==> src/rtl/ccm_result_packer_pkg.sv <==
// Shared types and constants for the colour-matrix result packer and its FIFO.
package ccm_result_packer_pkg;
   localparam int CCM_RES_W     = 38;
   localparam int CCM_FRAC_BITS = 10;
   localparam int CCM_OUT_W     = 8;

   typedef struct packed {
      logic sof;
      logic eol;
      logic eof;
   } pix_tag_t;
endpackage

==> src/rtl/ccm_sync_fifo.sv <==
// Synchronous first-word-fall-through FIFO; head data is read straight from storage.
module ccm_sync_fifo #(
   parameter int WIDTH = 8,
   parameter int DEPTH = 8
) (
   input  logic                     clk,
   input  logic                     reset,
   input  logic                     wr_en,
   input  logic [WIDTH-1:0]         wr_data,
   input  logic                     rd_en,
   output logic [WIDTH-1:0]         rd_data,
   output logic                     full,
   output logic                     empty,
   output logic [$clog2(DEPTH):0]   count
);
   localparam int AW = $clog2(DEPTH);
   localparam int CW = AW + 1;

   logic [WIDTH-1:0] mem [DEPTH];
   logic [AW-1:0]    wr_ptr;
   logic [AW-1:0]    rd_ptr;
   logic             do_wr;
   logic             do_rd;

   assign full    = (count == CW'(DEPTH));
   assign empty   = (count == '0);
   assign do_rd   = rd_en && !empty;
   // A write into a full FIFO is only accepted when a pop frees a slot in the same cycle.
   assign do_wr   = wr_en && (!full || do_rd);
   assign rd_data = mem[rd_ptr];

   always_ff @(posedge clk) begin
      if (reset) begin
         wr_ptr <= '0;
         rd_ptr <= '0;
         count  <= '0;
      end else begin
         if (do_wr) wr_ptr <= wr_ptr + AW'(1);
         if (do_rd) rd_ptr <= rd_ptr + AW'(1);
         if (do_wr && !do_rd)      count <= count + CW'(1);
         else if (!do_wr && do_rd) count <= count - CW'(1);
      end
   end

   always_ff @(posedge clk) begin
      if (do_wr) mem[wr_ptr] <= wr_data;
   end
endmodule

==> src/rtl/ccm_result_packer.sv <==
// Rounds, shifts and clamps matrix row results to pixel components, tags frame
// position and queues them for a back-pressuring video sink.
module ccm_result_packer
   import ccm_result_packer_pkg::*;
#(
   parameter int FRAC_BITS  = CCM_FRAC_BITS,
   parameter int OUT_W      = CCM_OUT_W,
   parameter int FRAME_W    = 320,
   parameter int FRAME_H    = 240,
   parameter int FIFO_DEPTH = 8
) (
   input  logic                        clk,
   input  logic                        reset,
   input  logic signed [CCM_RES_W-1:0] iA,
   input  logic signed [CCM_RES_W-1:0] iB,
   input  logic signed [CCM_RES_W-1:0] iC,
   input  logic                        iValid,
   output logic [OUT_W-1:0]            oR,
   output logic [OUT_W-1:0]            oG,
   output logic [OUT_W-1:0]            oB,
   output logic                        oValid,
   input  logic                        iReady,
   output logic                        oSof,
   output logic                        oEol,
   output logic                        oEof,
   output logic                        oOverflow,
   output logic                        oFrameDone
);
   localparam int SW = CCM_RES_W + 1;
   localparam int XW = (FRAME_W > 1) ? $clog2(FRAME_W) : 1;
   localparam int YW = (FRAME_H > 1) ? $clog2(FRAME_H) : 1;
   localparam int EW = 3 * OUT_W + 3;
   localparam int CW = $clog2(FIFO_DEPTH) + 1;
   localparam logic signed [SW-1:0] HALF = SW'(1) << (FRAC_BITS - 1);
   localparam logic signed [SW-1:0] MAXV = SW'((1 << OUT_W) - 1);

   function automatic logic signed [SW-1:0] round_shift(input logic signed [CCM_RES_W-1:0] v);
      logic signed [SW-1:0] sum;
      sum = {v[CCM_RES_W-1], v} + HALF;
      return sum >>> FRAC_BITS;
   endfunction

   function automatic logic [OUT_W-1:0] clamp(input logic signed [SW-1:0] s);
      if (s < 0)         return '0;
      else if (s > MAXV) return '1;
      else               return s[OUT_W-1:0];
   endfunction

   logic [XW-1:0]        x;
   logic [YW-1:0]        y;
   pix_tag_t             cur_tag;
   logic                 vld_p0, vld_p1;
   logic signed [SW-1:0] sa_p0, sb_p0, sc_p0;
   pix_tag_t             tag_p0, tag_p1;
   logic [OUT_W-1:0]     r_p1, g_p1, b_p1;
   logic [EW-1:0]        head;
   pix_tag_t             head_tag;
   logic                 fifo_full, fifo_empty, pop;
   logic [CW-1:0]        fifo_count;

   always_comb begin
      cur_tag     = '0;
      cur_tag.sof = (x == '0) && (y == '0);
      cur_tag.eol = (x == XW'(FRAME_W - 1));
      cur_tag.eof = cur_tag.eol && (y == YW'(FRAME_H - 1));
   end

   always_ff @(posedge clk) begin
      if (reset) begin
         vld_p0 <= 1'b0;
         vld_p1 <= 1'b0;
         x      <= '0;
         y      <= '0;
      end else begin
         vld_p0 <= iValid;
         vld_p1 <= vld_p0;
         if (iValid) begin
            if (x == XW'(FRAME_W - 1)) begin
               x <= '0;
               y <= (y == YW'(FRAME_H - 1)) ? '0 : y + YW'(1);
            end else begin
               x <= x + XW'(1);
            end
         end
      end
   end

   // Stage p0: round and shift; stage p1: clamp to the output range.
   always_ff @(posedge clk) begin
      sa_p0  <= round_shift(iA);
      sb_p0  <= round_shift(iB);
      sc_p0  <= round_shift(iC);
      tag_p0 <= cur_tag;
      r_p1   <= clamp(sa_p0);
      g_p1   <= clamp(sb_p0);
      b_p1   <= clamp(sc_p0);
      tag_p1 <= tag_p0;
   end

   ccm_sync_fifo #(.WIDTH(EW), .DEPTH(FIFO_DEPTH)) u_fifo (
      .clk     (clk),
      .reset   (reset),
      .wr_en   (vld_p1),
      .wr_data ({r_p1, g_p1, b_p1, tag_p1}),
      .rd_en   (pop),
      .rd_data (head),
      .full    (fifo_full),
      .empty   (fifo_empty),
      .count   (fifo_count)
   );

   assign oValid   = (fifo_count != '0);
   assign pop      = oValid && iReady;
   assign head_tag = head[2:0];
   // Mask the storage read while empty so idle outputs are a clean zero.
   assign oR   = fifo_empty ? '0 : head[EW-1 -: OUT_W];
   assign oG   = fifo_empty ? '0 : head[EW-1-OUT_W -: OUT_W];
   assign oB   = fifo_empty ? '0 : head[EW-1-2*OUT_W -: OUT_W];
   assign oSof = !fifo_empty && head_tag.sof;
   assign oEol = !fifo_empty && head_tag.eol;
   assign oEof = !fifo_empty && head_tag.eof;

   always_ff @(posedge clk) begin
      if (reset) begin
         oOverflow  <= 1'b0;
         oFrameDone <= 1'b0;
      end else begin
         if (vld_p1 && fifo_full && !pop) oOverflow <= 1'b1;
         oFrameDone <= pop && head_tag.eof;
      end
   end
endmodule

==> config.mk <==
export PLATFORM = sky130hd
export DESIGN_NAME = ccm_result_packer
export DESIGN_NICKNAME = d
export VERILOG_FILES = /design/src/rtl/ccm_result_packer_pkg.sv /design/src/rtl/ccm_sync_fifo.sv /design/src/rtl/ccm_result_packer.sv
export SDC_FILE = /design/constraint.sdc
export NUM_CORES = 1
export LEC_CHECK = 0
export ABC_CLOCK_PERIOD_IN_PS = 3700
export BUFFER_PORTS_ARGS = -buffer_cell sky130_fd_sc_hd__buf_2
export CAP_MARGIN = 10
export CORE_ASPECT_RATIO = 1.5
export CORE_MARGIN = 8
export CORE_UTILIZATION = 55
export CTS_BUF_LIST = sky130_fd_sc_hd__clkbuf_4 sky130_fd_sc_hd__clkbuf_8
export DETAILED_ROUTE_END_ITERATION = 6
export GPL_TIMING_DRIVEN = 0
export PLACE_DENSITY_LB_ADDON = 0.12
export SYNTH_ARGS = -nofsm -noshare
export SYNTH_HDL_FRONTEND = slang
export SYNTH_HIERARCHICAL = 1
export SYNTH_SLANG_ARGS = --single-unit
==> constraint.sdc <==
create_clock -name clk -period 3.7 [get_ports clk]
set_clock_uncertainty 0.2 [all_clocks]
set_input_delay 0.185 -clock clk [delete_from_list [all_inputs] [get_ports clk]]
set_output_delay 0.185 -clock clk [all_outputs]
set_load 0.1 [all_outputs]
# After elaboration in Yosys (flattened, before gate mapping)

Memory sizes are Yosys's and may differ from the RTL's. A register that Yosys moved wholly into a read port is not among the register bits.
Cells that the tools add are included.

Memories: 1
Bits in registers: 148
Output and inout port bits: 30
Logic and storage cells: 79
Input bits: 118
Memory bits (writable): 216

Equality and inequality tests: 3
Add/sub/neg operators: 9
Reductions and logical operators: 25
Multiplexer cells: 14
$lt $le $gt $ge: 6

Memory list:

| name       | depth | bits a word | read ports | clocked after Yosys merged registers in | write ports | RTL line            | RTL |
|---|---|---|---|---|---|---|---|
| u_fifo.mem | 8     | 27          | 1          | 1                                       | 1           | ccm_sync_fifo.sv:19 | `logic [WIDTH-1:0] mem [DEPTH];` |

Operator list:

| cell                     | count |
|---|---|
| $add A38 B11 Y39 const B | 3 |
| $gt A29 B9 Y1 const B    | 3 |
| $lt A29 B1 Y1 const B    | 3 |
| $mux W8                  | 7 |
| $logic_and A1 B1 Y1      | 13 |
| $add A9 B1 Y9 const B    | 1 |
| $eq A9 B9 Y1 const B     | 1 |
| $logic_not A9 Y1         | 1 |
| $mux W9                  | 1 |
| $add A8 B1 Y8 const B    | 1 |
| $eq A8 B8 Y1 const B     | 1 |
| $logic_not A8 Y1         | 1 |
| $mux W4                  | 2 |
| $add A3 B1 Y3 const B    | 2 |
| $mux W3                  | 2 |
| $logic_not A1 Y1         | 5 |
| $add A4 B1 Y4 const B    | 1 |
| $eq A4 B4 Y1 const B     | 1 |
| $logic_not A4 Y1         | 1 |
| $reduce_bool A4 Y1       | 1 |
| $sub A4 B1 Y4 const B    | 1 |
| $mux W1                  | 2 |
| $reduce_and A2 Y1        | 1 |
| $reduce_bool A2 Y1       | 1 |
| $logic_or A1 B1 Y1       | 1 |

# Depth between registers and ports, before layout

Gate-level depths: netlist of the first run.

Depth in word-level cells: 9
Depth in mapped cells: 11
Gate-level depth less buffers: 11

# Modules after synthesis

The synthesis of the first run kept the hierarchy.

Modules (own cells, without submodules):

| module            | cells each | area each (um2) | times used | sequential area each (um2) |
|---|---|---|---|---|
| ccm_sync_fifo     | 384        | 8754.6          | 1          | 6746.5 |
| ccm_result_packer | 582        | 5609.1          | 1          | 2762.6 |

# Worst setup path before layout of the first run

Ideal clock, no wire load.

Path kind: register to register
Start: register u_fifo.count[0]
End: memory u_fifo/mem[0][0] (netlist bit), enable pin
Stages on the path, launching flop included: 7
Setup time: 0.445 ns
Required time: 3.055 ns
Clock period less this slack: 4.359 ns
Path buffers: 0
Setup slack: -0.659 ns
Arrival: 3.714 ns
Cell sequence: dfxtp_1 > or4_1 > nand2_1 > inv_1 > o21a_4 > nand2b_1 > nor3_1

Word-level cells in the longest chain between the ends: 7
Elaborated cells between the ends (all ways): 11
Classes of those cells: eq/ne (1); mux (2); reduce/logical (8)

Ends and longest elaborated chain:

| what                          | RTL line                 | RTL |
|---|---|---|
| start: declaration            | ccm_sync_fifo.sv:14      | `output logic [$clog2(DEPTH):0] count` |
| start signal: assignment      | ccm_sync_fifo.sv:40      | `if (do_wr && !do_rd) count <= count + CW'(1);` |
| start signal: assignment      | ccm_sync_fifo.sv:41      | `else if (!do_wr && do_rd) count <= count - CW'(1);` |
| $reduce_bool A4 Y1            | ccm_result_packer.sv:112 | `assign oValid = (fifo_count != '0);` |
| via oValid                    | ccm_result_packer.sv:21  | `output logic oValid,` |
| $logic_and A1 B1 Y1           | ccm_result_packer.sv:113 | `assign pop = oValid && iReady;` |
| via pop                       | ccm_result_packer.sv:58  | `logic fifo_full, fifo_empty, pop;` |
| $logic_and A1 B1 Y1           | ccm_sync_fifo.sv:27      | `assign do_rd = rd_en && !empty;` |
| $logic_or A1 B1 Y1            | ccm_sync_fifo.sv:29      | `assign do_wr = wr_en && (!full \|\| do_rd);` |
| $logic_and A1 B1 Y1           | ccm_sync_fifo.sv:29      |  |
| via u_fifo.do_wr              | ccm_sync_fifo.sv:22      | `logic do_wr;` |
| $mux W1                       | ccm_sync_fifo.sv:46      | `if (do_wr) mem[wr_ptr] <= wr_data;` |
| $mux W1 (implied by the code) | ccm_sync_fifo.sv:46      |  |
| end: declaration              | ccm_sync_fifo.sv:19      |  |

The timed path passes the listed nets, and every way through them passes these cells.

# Final worst setup path of the first run

Start: register u_fifo.count[0]
End: output port oR[6]

Word-level cells in the longest chain between the ends: 2

Ends and longest elaborated chain:

| what             | RTL line                 | RTL |
|---|---|---|
| $logic_not A4 Y1 | ccm_sync_fifo.sv:26      | `assign empty = (count == '0);` |
| via fifo_empty   | ccm_result_packer.sv:58  |  |
| $mux W8          | ccm_result_packer.sv:116 | `assign oR = fifo_empty ? '0 : head[EW-1 -: OUT_W];` |
| end: declaration | ccm_result_packer.sv:18  | `output logic [OUT_W-1:0] oR,` |

The timed path passes the listed nets, and every way through them passes these cells.

==> impl_metrics.ini, run 1 <==
[timing]
finalHoldViolCount = 0
slew_viol_final = 0
min_period_ns = 3.382
timing.final.ws_setup_ns = 0.3181
timing.slew.headroom_pct = 23.96
fmax_mhz = 295.7
worstMarginPinSlew_ns = 1.131
rsz0062_at_grt = no
finalSetupViolCount = 0
fin_crit_sh_pct = 91.40

[clocking]
clockBufferDepth = 3
cts_tree = built
post_cts_resized = 0
cts_max_level = 2
cts-root-buf = clkbuf_8
clk_latency_ns = 0.57
cts_buffers = 49
holdBufCountCts = 165
postCtsSetupRepairBufs = 0
cts_sinks = 367
clkTransAtPathRegs_ns = 0.07

[logic_synthesis]
synth_warnings = 6
avgSynthCellArea_um2 = 14.87
synth_cell_type_count = 54
synth_xor_area_share_pct = 6.037
synthFlopType = edfxtp_1
syn_nets = 1097
yosys.area_share.simple_pct = 11.70
ys_seq_elements = 367
synthAdderAreaFrac_pct = 1.185
synthMuxAreaShare_pct = 11.08
seq_area_frac_synth_pct = 66.20
syn-cell-area_um2 = 14360
synth_top_family_by_area = simple AND/OR/NAND/NOR gates
synth_edf_count = 216
synth_compound_area_share_pct = 1.768
async_reset_ff_share_pct = 0
synthCells = 966

[pwr]
ir_drop_v = 0.0008709
leakage_nw = 6.597
power.density_nw_per_um2 = 616.5

[finish]
final_cell_mix = edfxtp_1, dlygate4sd3_1, dfxtp_1
num-fill-cells = 1718
multi_input_comb_area_um2 = 4637
area_growth_pct = 27.88
drive_above_1_share_pct = 25.54
fin_util_pct = 71.29
layout_commonest_cell = edfxtp_1
finalNetCount = 1442
seq_area_um2 = 9509

[drt]
first_iter_violations = 386
drc = 0
via_count = 9103
vias_per_cell = 5.402
routed_wirelength_mm = 30.90
dr.pass1.iters = 7
wl_per_cell_um = 18.34
ant_nets = 0

[hold_path]
hold_class = in2reg

[critical_path]
cp.required_ns = 3.31
critPathArrivalTime_ns = 3.00
path_cells = nor4_2 -> buf_4 -> clkbuf_1 -> nor2b_1 -> buf_2
worstPathMaxFanout = 10
crit_buf_inv = 3
start_kind = register
setup.worst_path.class = reg2out
critPathCaptureType = primary output
critPathTopFamily = buffers and inverters
worst_path_max_delay_cell = nor4_2
critPathMaxStageDelay_ns = 0.63

[die]
fp-row-count = 72
die_h_um = 213.9
core_um2 = 25760
num_io_pins = 148
die-area_um2 = 31650
initial_core_util_pct = 55.75
chipWidth_um = 148.0

[placed_design]
place.gp.congestion = 0.7973
port_buffers = 119
dp_slack_ns = 0.5092
dpl.hpwl_mm = 19.29

[global_routing]
grt_max_degree = 25
antenna_found_initial = 0
grt-ovfl-total = 0
grt_pass1_wl_mm = 49.40
grt_usage_pct = 19.60
first_global_vias = 9749

[status]
outcome = finished, final reports clean

[job]
maxCapViolCount = 0
[report_power, final]
part,total [mW],leakage (nW),internal (mW),switching [mW]
clock network,3.22,0.562,1.79,1.43
logic,3.54,2.82,0.977,2.57
registers,4.56,3.22,4.46,0.102
[synth_stat cells, types with 5 or more instances]
library cell  instances  area share (%)
buf_4                 5            0.26
nor3_2                6            0.42
dfxtp_1             151              21
edfxtp_1            216              45
buf_1                 6            0.16
nor2b_1              31             1.4
nor4_2                8            0.70
and4_1                9            0.55
nor2_1               53             1.4
nand3_1              33             1.1
nand2_1              37            0.97
nor4_1               22            0.96
and3_1               10            0.44
nor3_1               14            0.49
xor2_1               31             1.9
or4_1                 6            0.31
xnor2_1              68             4.1
clkbuf_1             14            0.37
mux2_2               28             2.2
mux2i_1               6            0.42
ha_1                 12             1.0
mux4_2               54             8.5
a21oi_1              28            0.98
inv_1                40             1.0
nand4_1              35             1.5
[worst min-delay path, cell delays in order]
cell      delay [ns]
buf_2           0.10
and2_1          0.15
clkbuf_1        0.16
nand3_1         0.13
xnor2_1         0.06
[final cells by class]
cell class	instances	area share, %
multi-input cells	528	25.24
clock inverters	22	1.178
flip-flops and latches	367	51.77
plain buffers	30	0.7493
clock buffers	69	4.659
well taps	333	2.268
repair buffers	294	13.28
diodes	1	0.01362
inverters	41	0.8378
[sequential cells by signal, summed over array words and instances, names as in the netlist, named ones only]
name	count
g_p1	8
vld_p1	1
sa_p0	29
b_p1	8
u_fifo/rd_ptr	3
tag_p0	3
u_fifo/count	4
x	9
vld_p0	1
sc_p0	29
r_p1	8
tag_p1	3
oFrameDone	1
u_fifo/wr_ptr	3
y	8
oOverflow	1
sb_p0	29
u_fifo/mem	216
[metal layers]
metal,global-route usage [%],wire (um)
met1,21.75,12160
met2,36.35,16760
met4,7.062,622
met5,0,0
met3,3.611,1358
[cell families after synthesis]
kind of cell,Yosys count
compound gates,41
mux,88
xor+xnor,99
simple gates,287
buf+inv,71
flops,367
fa+ha+maj,13
[final timing paths]
check	from	endpoint	slack, ns	depth (start not counted)
max	u_fifo/count[0]	oR[6]	0.32	5
min	iA[9]	sa_p0[8]	0.08	5
max reg2reg	u_fifo/count[1]	u_fifo/count[3]	0.44	11
min reg2reg	tag_p0[2]	tag_p1[2]	0.13	0
[metrics by stage]
step / area (um2) / power [mW] / setup TNS, ns / cells / hold slack (ns)
5_1_grt: 18370 / 11.75 / 0 / 1684 / 0.08968
3_3_place_gp: 15390 / 8.050 / -104.91 / 1418 / 0.1121
3_5_place_dp: 15640 / 8.096 / 0 / 1428 / 0.1132
6_report: 18370 / 11.32 / 0 / 1685 / 0.07932
4_1_cts: 18370 / 11.44 / 0 / 1684 / 0.02707
2_1_floorplan: 14370 / 7.385 / 0 / 966 / 0.07595
(Power assumes the default switching activity.)
==> inputs of run 2 (changes only) <==
Settings changed: BUFFER_PORTS_ARGS -buffer_cell sky130_fd_sc_hd__buf_2 to not set, DONT_BUFFER_PORTS set to 1, GPL_ROUTABILITY_DRIVEN set to 0.
==> run 2 against run 1 <==
Global-route usage up 0.25 points. Worst hold slack got worse by 0.011 ns. Total power is 0.82% lower. Sequential share of layout area is 1.2 points higher. First-iteration DRC count down 20%.
==> impl_metrics.ini, run 2 (synthesized netlist as in run 1, its figures left out) <==
[clocking]
clkTransAtPathRegs_ns = 0.06
clk_latency_ns = 0.57
cts-root-buf = clkbuf_8
clockBufferDepth = 3
cts_sinks = 367
cts_max_level = 2
cts_tree = built
cts_buffers = 50

[timing]
min_period_ns = 3.562
timing.slew.headroom_pct = 22.73
rsz0062_at_grt = no
finalHoldViolCount = 0
timing.final.ws_setup_ns = 0.1380
worstMarginPinSlew_ns = 1.154
fmax_mhz = 280.7
tns_ns = 0
finalSetupViolCount = 0
whs_ns = 0.06838
fin_crit_sh_pct = 96.27
slew_viol_final = 0

[drt]
drc = 0
via_count = 8682
dr.pass1.iters = 5
ant_nets = 0
routed_wirelength_mm = 30.93
vias_per_cell = 5.516
wl_per_cell_um = 19.65
first_iter_violations = 307

[die]
fp-row-count = 72
die_h_um = 213.9
core_um2 = 25760
num_io_pins = 148
die-area_um2 = 31650
initial_core_util_pct = 55.75
chipWidth_um = 148.0

[hold_path]
hold_path_depth = 3
hold_class = in2reg

[critical_path]
critPathMaxStageDelay_ns = 0.85
setup.worst_path.class = reg2out
path_cells = buf_1 -> clkbuf_1 -> mux2_2 -> nor2b_2
start_kind = register
worst_path_max_delay_cell = nor2b_2
critPathTopFamily = buffers and inverters
worstPathMaxFanout = 10
path_depth = 4
r2r_cells = 11
crit_buf_inv = 2
critPathArrivalTime_ns = 3.18
cp.required_ns = 3.31
critPathCaptureType = primary output

[finish]
largest-register = u_fifo/mem
final_cell_mix = edfxtp_1, dlygate4sd3_1, dfxtp_1
finalNetCount = 1330
drive_above_1_share_pct = 20.79
antenna_cells = 0
largest_reg_flops = 216
layout_commonest_cell = edfxtp_1
area_growth_pct = 24.90

[global_routing]
grt_max_degree = 25
antenna_found_initial = 0
grt-ovfl-total = 0
first_global_vias = 9469
grt_usage_pct = 19.85
grt_pass1_wl_mm = 49.34

[pwr]
power.switching_mw = 4.155
power.total_mw = 11.23
ir_drop_v = 0.0006989
comb_power_share_pct = 31.4
internal-power_mw = 7.076
power.density_nw_per_um2 = 626.0
leakage_nw = 6.194
p_clk_share_pct = 27.9
p_sw_share_pct = 37.00
seqPwrFrac_pct = 40.8

[status]
outcome = finished, final reports clean

[job]
maxCapViolCount = 0

[placed_design]
port_buffers = 0
dpl.hpwl_mm = 18.71
dp_slack_ns = -0.1027
[run 2: cell types whose count changed in the layout (fill, tap and decap cells not counted), moves of 2 or more]
| cell | change |
|---|---|
| bufinv_16 | -4 |
| clkbuf_2 | +2 |
| nor2b_2 | +16 |
| nor2b_1 | -27 |
| clkbuf_4 | +4 |
| dlygate4sd3_1 | +6 |
| clkbuf_1 | -2 |
| nor2b_4 | +11 |
| clkinv_2 | -6 |
| clkbuf_8 | +7 |
| buf_2 | -119 |
[run 2: area by class of cell]
| cell class | count | area, um2 |
|---|---|---|
| inverter | 41 | 153.9 |
| tap | 333 | 416.7 |
| sequential | 367 | 9509 |
| timing repair buffer | 181 | 1897 |
| clock inverter | 14 | 78.83 |
| clock buffer | 80 | 982.2 |
| buffer | 30 | 140.1 |
| multi-input combinational | 528 | 4763 |
| fill | 1755 | 7824 |
[run 2: path summary, 6_finish.rpt]
| path | startpoint | to | slack, ns |
|---|---|---|---|
| max | register | oB[6] | 0.14 |
| max reg2reg | u_fifo/count[1] | u_fifo/count[3] | 0.31 |
| min reg2reg | tag_p0[2] | tag_p1[2] | 0.13 |
| min | iC[10] | sc_p0[28] | 0.07 |
[run 2: repair_timing]
item,4_1_cts,5_1_grt
hold buffers,171,0
endpoints found under the hold margin,121,0
buffers inserted,0,0
endpoints found under the setup margin,30,9
gates resized for setup,5,9
[run 2: per-layer routing]
metal	wire length, um	GRT usage (%)	vias up
met2	16630	36.53	226
met3	1476	4.076	63
met5	0	0	-
li1	-	-	4086
met4	811	6.926	0
met1	12010	22.11	4307
[run 2: power groups by stage]
| stage | Sequential [mW] | Clock (mW) | Combinational, mW |
|---|---|---|---|
| 2_1_floorplan | 4.63 | 0 | 2.75 |
| 3_3_place_gp | 4.66 | 0 | 3.11 |
| 3_5_place_dp | 4.67 | 0 | 3.27 |
| 4_1_cts | 4.58 | 3.21 | 3.49 |
| 5_1_grt | 4.60 | 3.37 | 3.69 |
| 6_report | 4.58 | 3.13 | 3.52 |
[run 2: per-stage QoR]
| stage | instances | instance area, um2 | util (%) |
|---|---|---|---|
| after global routing | 1574 | 17940 | 69.63 |
| after floorplan | 966 | 14370 | - |
| after detailed placement | 1309 | 15110 | 58.63 |
| final | 1574 | 17940 | 69.63 |
| after CTS | 1574 | 17900 | 69.46 |
| after global placement | 1299 | 14790 | 57.41 |
[run 2: worst reg2reg max path, cell delays in order (launching register included)]
cell      delay (ns)
dfxtp_1         0.40
or4_4           0.75
nand2_1         0.18
inv_1           0.10
o21a_4          0.25
ha_1            0.21
inv_1           0.13
ha_1            0.28
a21oi_1         0.19
a211oi_1        0.09
a31oi_1         0.16
mux2_2          0.35
==> inputs of run 3 (changes only) <==
Settings changed: CAP_MARGIN 10 to not set, GPL_TIMING_DRIVEN 0 to not set.
==> run 3 against run 2 <==
Flip-flop and latch count unchanged. Fmax increased by 11%. Worst hold slack got worse by 0.014 ns. Cell area decreased by 0.10%. Via count increased by 1.0%. Register-to-register slack improved by 0.19 ns. Worst setup slack improved by 0.36 ns. Global-route usage increased by 0.28 points. Combinational power increased by 3%. Critical path depth increased by 7. Clock-buffer cell count decreased by 16. Critical path type is now reg2reg. Critical endpoint is now u_fifo/count[3].
==> impl_metrics.ini, run 3 (synthesized netlist as in run 1, its figures left out) <==
[status]
outcome = finished, final reports clean

[clocking]
clockBufferDepth = 3
clkTransAtPathRegs_ns = 0.07
cts_max_level = 2
cts_tree = built
holdBufCountCts = 174
clk_latency_ns = 0.57
post_cts_resized = 0
cts-root-buf = clkbuf_8
cts_sinks = 367
postCtsSetupRepairBufs = 0
cts_buffers = 49

[drt]
first_iter_violations = 329
wl_per_cell_um = 19.99
drc = 0
ant_nets = 0
via_count = 8769
dr.pass1.iters = 5
vias_per_cell = 5.554
routed_wirelength_mm = 31.57

[placed_design]
dp_slack_ns = 0.5092
dpl.hpwl_mm = 18.07
dp.cells = 1312
dpl_cell_area_um2 = 15110
port_buffers = 0

[timing]
fmax_mhz = 312.7
whs_ns = 0.05478
rsz0062_at_grt = no
timing.final.ws_setup_ns = 0.5019
finalSetupViolCount = 0
tns_ns = 0
slew_viol_final = 0
min_period_ns = 3.198
finalHoldViolCount = 0
worstMarginPinSlew_ns = 1.068
timing.slew.headroom_pct = 28.20
fin_crit_sh_pct = 86.44

[finish]
num-fill-cells = 1754
layout_commonest_cell = edfxtp_1
fin_util_pct = 69.56
largest-register = u_fifo/mem
final_cell_mix = edfxtp_1, dlygate4sd3_1, dfxtp_1
drive_above_1_share_pct = 21.95
final_cell_area_um2 = 17920
finalNetCount = 1335
largest_reg_flops = 216
area_growth_pct = 24.77
stdcell_count = 1579

[die]
fp-row-count = 72
initial_core_util_pct = 55.75
core_um2 = 25760
die-area_um2 = 31650
num_io_pins = 148
die_h_um = 213.9
chipWidth_um = 148.0

[pwr]
power.switching_mw = 4.111
comb_power_share_pct = 31.5
leakage_nw = 6.239
p_clk_share_pct = 28.1
power.density_nw_per_um2 = 641.1
p_sw_share_pct = 35.78
internal-power_mw = 7.379
ir_drop_v = 0.0007969
seqPwrFrac_pct = 40.4
power.total_mw = 11.49

[critical_path]
critPathCaptureType = register
worstPathMaxFanout = 7
setup.worst_path.class = reg2reg
start_kind = register
cp.required_ns = 3.96
critPathArrivalTime_ns = 3.46

[global_routing]
grt_max_degree = 28
grt_pass1_wl_mm = 50.37
first_global_vias = 9666
antenna_found_initial = 2
grt-ovfl-total = 0
grt_usage_pct = 20.13

[job]
maxCapViolCount = 0

[hold_path]
hold_class = in2reg
## run 3: changes by cell type in the layout (fill, tap and decap cells not counted), moves of 5 or more
cell,change
nor2_4,-6
clkbuf_1,-12
nor2_2,+6
clkinv_2,+7
buf_1,-6
clkbuf_8,-8
buf_4,+35
clkbuf_4,-8
bufinv_16,+5
nor2b_4,-11
nor2b_2,+11
## run 3: final cells by class
class	count	area, um2	share of cell area, %
Antenna cell	2	5.005	0.02793
Clock buffer	64	812.0	4.531
Clock inverter	27	256.5	1.431
Inverter	41	153.9	0.8587
Multi-Input combinational cell	528	4674	26.08
Sequential cell	367	9514	53.09
Tap cell	333	416.7	2.325
Timing Repair Buffer	217	2090	11.66
## run 3: final timing paths
kind	startpoint	slack [ns]	to	cells past startpoint
hold reg to reg	tag_p0[0]	0.13	tag_p1[0]	0
setup reg to reg	u_fifo/count[1]	0.50	u_fifo/count[3]	11
hold / removal	iC[11]	0.05	sc_p0[11]	4
setup / recovery	u_fifo/count[1]	0.50	u_fifo/count[3]	11
## run 3: critical path, cell delays in order, from the launching register on
cell and delay [ns]:
dfxtp_1 0.39, or4_1 0.57, nand2_1 0.13, inv_1 0.09
o21a_4 0.24, ha_1 0.21, inv_1 0.13, ha_1 0.28
a21oi_1 0.19, a211oi_1 0.10, a31oi_1 0.20, mux2_2 0.35
## run 3: power by group through the flow
stage	logic, mW	clock network (mW)	registers (mW)
final	3.62	3.23	4.65
after global routing	3.79	3.47	4.67
after CTS	3.66	3.31	4.65
after detailed placement	3.47	0	4.74
after global placement	3.46	0	4.73
after floorplan	2.75	0	4.63
## run 3: routing by layer
metal  up-vias  global-route usage (%)  wire length, um
li1       4094                       -                -
met5         -                       0                0
met1      4370                   21.47            11750
met4         0                   8.291              892
met3        71                   4.541             1559
met2       234                   37.22            17370
